**config.mk**
```make
export PLATFORM = sky130hd
export DESIGN_NAME = axis_reg_slice_chain
export DESIGN_NICKNAME = d
export VERILOG_FILES = /design/src/rtl/axis_reg_slice_chain.sv
export SDC_FILE = /design/constraint.sdc
export NUM_CORES = 2
export LEC_CHECK = 0
export ABC_CLOCK_PERIOD_IN_PS = 2100
export CORE_MARGIN = 1.5
export CORE_UTILIZATION = 50
export DETAILED_ROUTE_END_ITERATION = 12
export GPL_ROUTABILITY_DRIVEN = 0
export GPL_TIMING_DRIVEN = 1
export PLACE_DENSITY = 0.77
export SYNTH_ARGS = -nofsm -noshare
export SYNTH_HDL_FRONTEND = slang
export SYNTH_SLANG_ARGS = --single-unit
```
**constraint.sdc**
```tcl
create_clock -name aclk -period 2.1 [get_ports aclk]
set_clock_uncertainty 0.2 [all_clocks]
set_input_delay 0.42 -clock aclk [delete_from_list [all_inputs] [get_ports aclk]]
set_output_delay 0.42 -clock aclk [all_outputs]
set_load 0.02 [all_outputs]
```
**src/rtl/axis_reg_slice_chain.sv**
```systemverilog
// AXI4-Stream register slice chain: STAGES cascaded slices (skid or single-register)
// carrying tdata/tkeep/tlast, plus occupancy and delivered-packet counters.

module axis_reg_slice_stage #(
    parameter int W    = 8,
    parameter int SKID = 1
) (
    input  logic         aclk,
    input  logic         aresetn,
    input  logic [W-1:0] in_data,
    input  logic         in_valid,
    output logic         in_ready,
    output logic [W-1:0] out_data,
    output logic         out_valid,
    input  logic         out_ready
);
    generate
        if (SKID != 0) begin : g_skid
            typedef enum logic [1:0] {EMPTY, ONE, FULL} state_t;
            state_t       state, state_nxt;
            logic [W-1:0] main_q, skid_q;
            logic         ready_q;
            logic         in_fire, out_fire;
            logic         load_main, load_skid, main_from_skid;

            assign in_fire  = in_valid && ready_q;
            assign out_fire = (state != EMPTY) && out_ready;

            always_comb begin
                state_nxt      = state;
                load_main      = 1'b0;
                load_skid      = 1'b0;
                main_from_skid = 1'b0;
                case (state)
                    EMPTY: if (in_fire) begin
                        load_main = 1'b1;
                        state_nxt = ONE;
                    end
                    ONE: begin
                        if (in_fire && !out_fire) begin
                            load_skid = 1'b1;
                            state_nxt = FULL;
                        end else if (in_fire && out_fire) begin
                            load_main = 1'b1;
                        end else if (out_fire) begin
                            state_nxt = EMPTY;
                        end
                    end
                    FULL: if (out_fire) begin
                        main_from_skid = 1'b1;
                        state_nxt      = ONE;
                    end
                    default: state_nxt = EMPTY;
                endcase
            end

            // tready is registered from the next state so it never depends on out_ready
            always_ff @(posedge aclk) begin
                if (!aresetn) begin
                    state   <= EMPTY;
                    ready_q <= 1'b1;
                    main_q  <= '0;
                    skid_q  <= '0;
                end else begin
                    state   <= state_nxt;
                    ready_q <= (state_nxt != FULL);
                    if (load_main)           main_q <= in_data;
                    else if (main_from_skid) main_q <= skid_q;
                    if (load_skid)           skid_q <= in_data;
                end
            end

            assign in_ready  = ready_q;
            assign out_valid = (state != EMPTY);
            assign out_data  = main_q;
        end else begin : g_reg
            logic         valid_q;
            logic [W-1:0] data_q;

            assign in_ready = !valid_q || out_ready;

            always_ff @(posedge aclk) begin
                if (!aresetn) begin
                    valid_q <= 1'b0;
                    data_q  <= '0;
                end else if (in_ready) begin
                    valid_q <= in_valid;
                    if (in_valid) data_q <= in_data;
                end
            end

            assign out_valid = valid_q;
            assign out_data  = data_q;
        end
    endgenerate
endmodule

module axis_reg_slice_chain #(
    parameter int DATA_W = 256,
    parameter int KEEP_W = DATA_W / 8,
    parameter int STAGES = 2,
    parameter int SKID   = 1,
    parameter int OCC_W  = $clog2(2 * STAGES + 1)
) (
    input  logic              aclk,
    input  logic              aresetn,
    input  logic [DATA_W-1:0] s_axis_tdata,
    input  logic [KEEP_W-1:0] s_axis_tkeep,
    input  logic              s_axis_tlast,
    input  logic              s_axis_tvalid,
    output logic              s_axis_tready,
    output logic [DATA_W-1:0] m_axis_tdata,
    output logic [KEEP_W-1:0] m_axis_tkeep,
    output logic              m_axis_tlast,
    output logic              m_axis_tvalid,
    input  logic              m_axis_tready,
    output logic [OCC_W-1:0]  occupancy,
    output logic [31:0]       pkt_count
);
    localparam int BW = DATA_W + KEEP_W + 1;

    logic [STAGES:0][BW-1:0] link_data;
    logic [STAGES:0]         link_valid;
    logic [STAGES:0]         link_ready;
    logic                    ready_en;
    logic                    s_fire, m_fire;

    // ready_en keeps the input closed for the first cycle out of reset
    always_ff @(posedge aclk) begin
        if (!aresetn) ready_en <= 1'b0;
        else          ready_en <= 1'b1;
    end

    assign link_data[0]  = {s_axis_tdata, s_axis_tkeep, s_axis_tlast};
    assign link_valid[0] = s_axis_tvalid && ready_en;
    assign s_axis_tready = link_ready[0] && ready_en;

    for (genvar k = 0; k < STAGES; k++) begin : g_stage
        axis_reg_slice_stage #(.W(BW), .SKID(SKID)) u_stage (
            .aclk      (aclk),
            .aresetn   (aresetn),
            .in_data   (link_data[k]),
            .in_valid  (link_valid[k]),
            .in_ready  (link_ready[k]),
            .out_data  (link_data[k+1]),
            .out_valid (link_valid[k+1]),
            .out_ready (link_ready[k+1])
        );
    end

    assign link_ready[STAGES] = m_axis_tready;
    assign {m_axis_tdata, m_axis_tkeep, m_axis_tlast} = link_data[STAGES];
    assign m_axis_tvalid = link_valid[STAGES];

    assign s_fire = s_axis_tvalid && s_axis_tready;
    assign m_fire = m_axis_tvalid && m_axis_tready;

    always_ff @(posedge aclk) begin
        if (!aresetn) begin
            occupancy <= '0;
            pkt_count <= '0;
        end else begin
            if (s_fire && !m_fire)      occupancy <= occupancy + OCC_W'(1);
            else if (!s_fire && m_fire) occupancy <= occupancy - OCC_W'(1);
            if (m_fire && m_axis_tlast) pkt_count <= pkt_count + 32'd1;
        end
    end
endmodule

```
==> impl_results.md <==
- Crit path capture type: register
- Cell area after layout: ~0.060 sq mm
- Min Tclk post-route: 2.106 ns
- R2R depth: 5
- Max-Cap Viols: 0
- CP Launch Point: g_stage[1].u_stage.g_skid.state[1]
- FF-to-FF setup slack: -0.006 ns
- Synth Warn #: 0
- Mapped Nets: 6270
- Final Core Density: 65.65%
- Crit path max fanout: 6
- Grt total ovfl: 0
- Total CTS buffers: 117
- CTS sink cnt: ~1200
- Nets: 6824
- Worst-margin pin slew: 0.4506 ns
- Wire length per cell: ~19 um
- Drc violations: 0
- Layout cells sized above 1: a little over a tenth
- Worst R2R End: pkt_count[22]
- Clock Root Buffer: clkbuf_16
- Outcome: finished, violations left
- DRT Pass-1 Iters: 6
- WL final: 145600 um
- Post-synthesis sequential area ratio: 52.00%
- Die ar.: roughly 0.094 sq mm
- P per Cell Area: 847.0 mW/mm^2
- Startpoint types: register
- CTS max path bufs: 3
- CTS tree: done
- Largest net degree at the start of global routing: 90
- WHS Path Cells: 3
- Distinct cell type count after synthesis: 45
- Leakage: 21.71 nW
- Clock latency at the later pin of the worst-skew pair: 0.71 ns
- CP arrival: 2.54 ns
- Worst path bufs/invs: 1
- Chip width: 306.7 um
- Failing checks: setup timing
- Seq cells post-synth: 1198
- Setup ws final: -0.006342 ns
- Post-Syn Area: approximately 0.046 sq mm
- HP Class: primary input to register
- Hold EP: g_stage[0].u_stage.g_skid.skid_q[33]
- Largest family of logic cells by synthesized area: simple AND/OR/NAND/NOR gates
- Synthesized instance count: around 6000
- CP Class: register to register
- IO buf count: 618
- Post-Synth XOR/XNOR Area: less than 1%
- Routed via count: about 45000
- CP dominant cell by count: or4_4
- Post-DP Area: 0.05604 sq mm
- DP Wirelength: 94880 um
- Drt initial violations: around 4400
- Compound-cell area share of the yosys netlist: 17.90%
- Final Cycle Share: 100.3%
- Main flop type after synthesis: dfxtp_1
- CP Cell Sequence: buf_12 > o211ai_4 > or4_4 > or4_4 > a21oi_2
- Worst VDD drop: 0.6645 mV
- Hold Crit Start: s_axis_tdata[0]
- Count of flip-flops with a built-in enable after synthesis: 0
- Initial antenna violation count: 18
- Initial cell density of the core: 50.39%
- Final Power: slightly above 0.05 W
- Synth Area in Simple Gates: 24.99%
- Hold Violations, Final: 0
- Hold buffers post-CTS: 0
- Number of global-route vias before repair: 41780
- Reg-to-reg startpoint: g_stage[1].u_stage.g_skid.state[1]
- Fmax: 474.8 MHz
- Mux share of post-synthesis cell area: 0.1980%
- H-tree Lvls: 3
- Post-Synth Adder-Cell Area: 0.09767%
- Asr flop ratio synth: 0%
- IO Count: approximately 620
- Slowest stage delay, CP: 0.60 ns
- WP data required: 2.53 ns
- Area Growth Syn to Fin: 30.28%
- Rows: 111
- Relative slew slack: 69.96%
- Max-slew violations: 0
- Reg clk slew, reported paths: 0.06 ns
- Crit path max-delay family: simple AND/OR/NAND/NOR gates
- Die Height: 306.7 um
- First-pass GRT wire length: 226500 um
- Mean post-synth cell area: between 7 and 8 sq um
- DRT antenna net count: 0
- Final setup fails: 1
- RSZ-0062 raised after global routing: yes
- Slowest CP cell: or4_4
- Core area: a little over 0.09 sq mm
- Tot GR Track Use: 29.56%
- Vias per cell: 5.740
flip-flops by register name, summed over array words and instances (netlist names):
| name | count |
|---|---|
| ready_en | 1 |
| g_stage.u_stage.g_skid.skid_q | 578 |
| g_stage.u_stage.g_skid.state | 4 |
| g_stage.u_stage.out_data | 578 |
| occupancy | 3 |
| pkt_count | 32 |
| g_stage.u_stage.in_ready | 2 |
how the worst max path moves through the flow:
stage / endpoint / slack [ns] / cells after the start
after floorplan: occupancy[2] / 0.01 / 10
after global placement: g_stage[1].u_stage.g_skid.skid_q[282] / -0.69 / 8
after detailed placement: g_stage[1].u_stage.g_skid.skid_q[96] / -0.79 / 8
after CTS: m_axis_tvalid / -0.03 / 4
after global routing: pkt_count[22] / -0.06 / 5
final: pkt_count[22] / -0.006 / 5
per-stage QoR:
step / setup WS (ns) / cells / setup TNS (ns) / hold slack [ns]
after floorplan: 0.01041 / 5974 / 0 / 0.2366
after CTS: -0.02858 / 7805 / -0.02858 / 0.03935
after global routing: -0.05515 / 7823 / -0.1413 / 0.05833
final: -0.006342 / 7825 / -0.006342 / 0.08194
after detailed placement: -0.7911 / 7586 / -576.61 / 0.2440
after global placement: -0.6866 / 7586 / -513.81 / 0.2369
logic make-up (layout without fill, tap and decap cells):
| kind of cell | after synthesis | after routing |
|---|---|---|
| mux | 9 | 9 |
| simple gates | 3009 | 3011 |
| xor+xnor | 9 | 9 |
| compound gates | 1205 | 1205 |
| buf+inv | 541 | 1191 |
| flops | 1198 | 1198 |
| fa+ha+maj | 3 | 3 |
| other cells | 0 | 13 |
routing by layer:
layer,track usage (%),up-vias,wire [um]
met5,0,-,87
met4,14.89,14,7532
met3,4.907,396,10610
met2,48.48,1951,68420
met1,37.60,21290,59000
li1,-,21270,-
worst register-to-register path, stage by stage, from the launching register on:
cell and delay (ns):
dfxtp_4 0.39, buf_12 0.11, o211ai_4 0.12, or4_4 0.60
or4_4 0.51, a21oi_2 0.13
final cells by class:
class | count | area [sq um]
sequential | 1198 | 24020
timing repair buffer | 960 | 10240
fill | 7357 | 31440
multi-input combinational | 4237 | 20230
tap | 1186 | 1484
inverter | 14 | 62.56
antenna | 13 | 32.53
clock buffer | 183 | 3537
clock inverter | 34 | 489.2
synthesized netlist by cell type, types with 4 or more instances:
| cell | count | area [sq um] |
|---|---|---|
| nand2_1 | 2335 | 8765 |
| dfxtp_1 | 1198 | 23980 |
| a21oi_1 | 598 | 2993 |
| nor2_1 | 588 | 2207 |
| a311oi_1 | 578 | 5062 |
| clkbuf_1 | 416 | 1562 |
| buf_2 | 70 | 350.3 |
| buf_1 | 37 | 138.9 |
| o21ai_0 | 14 | 70.07 |
| inv_1 | 13 | 48.80 |
| nand3_1 | 13 | 65.06 |
| or3_1 | 13 | 81.33 |
| or4_1 | 12 | 90.09 |
| nand2b_1 | 10 | 62.56 |
| nand4_1 | 9 | 56.30 |
| nor3_1 | 9 | 45.04 |
| mux2i_1 | 8 | 80.08 |
| o31ai_1 | 8 | 60.06 |
| nor4_1 | 5 | 31.28 |
| xnor2_1 | 5 | 43.79 |
| xor2_1 | 4 | 35.03 |
layout by cell type, fill, tap and decap left out, types with 7 or more instances in the layout:
cell             instances
a21oi_1                594
a311oi_1               572
buf_12                 135
buf_2                   22
buf_4                  195
buf_6                    7
bufinv_16                9
clkbuf_1                31
clkbuf_16              120
clkbuf_2                23
clkbuf_8                34
clkdlybuf4s15_1         72
clkdlybuf4s15_2         56
clkdlybuf4s50_1        292
clkinv_2                16
dfxtp_1               1174
dfxtp_2                 23
diode_2                 13
dlygate4sd2_1          152
inv_1                   11
mux2i_1                  8
nand2_1               2334
nand2b_1                 9
nand3_1                 11
nand4_1                  9
nor2_1                 588
o21ai_0                 12
o31ai_1                  8
or3_1                    8
or4_4                    8
power breakdown:
| group | switching, W | internal, W | total (W) | leakage [nW] |
|---|---|---|---|---|
| clock network | 0.00907 | 0.0127 | 0.0217 | 1.98 |
| registers | 0.000713 | 0.0236 | 0.0243 | 9.76 |
| logic | 0.00275 | 0.00208 | 0.00483 | 9.97 |
| total | 0.0125 | 0.0384 | 0.0509 | 21.7 |
repair_timing:
item | 4_1_cts | 5_1_grt
cloned | 0 | 4
setup endpoints to repair | 634 | 324
resized for setup | 584 | 106
setup buffers | 2 | 3
pin swaps | 1 | 8
No activity file was read; power rests on OpenSTA's default activity.
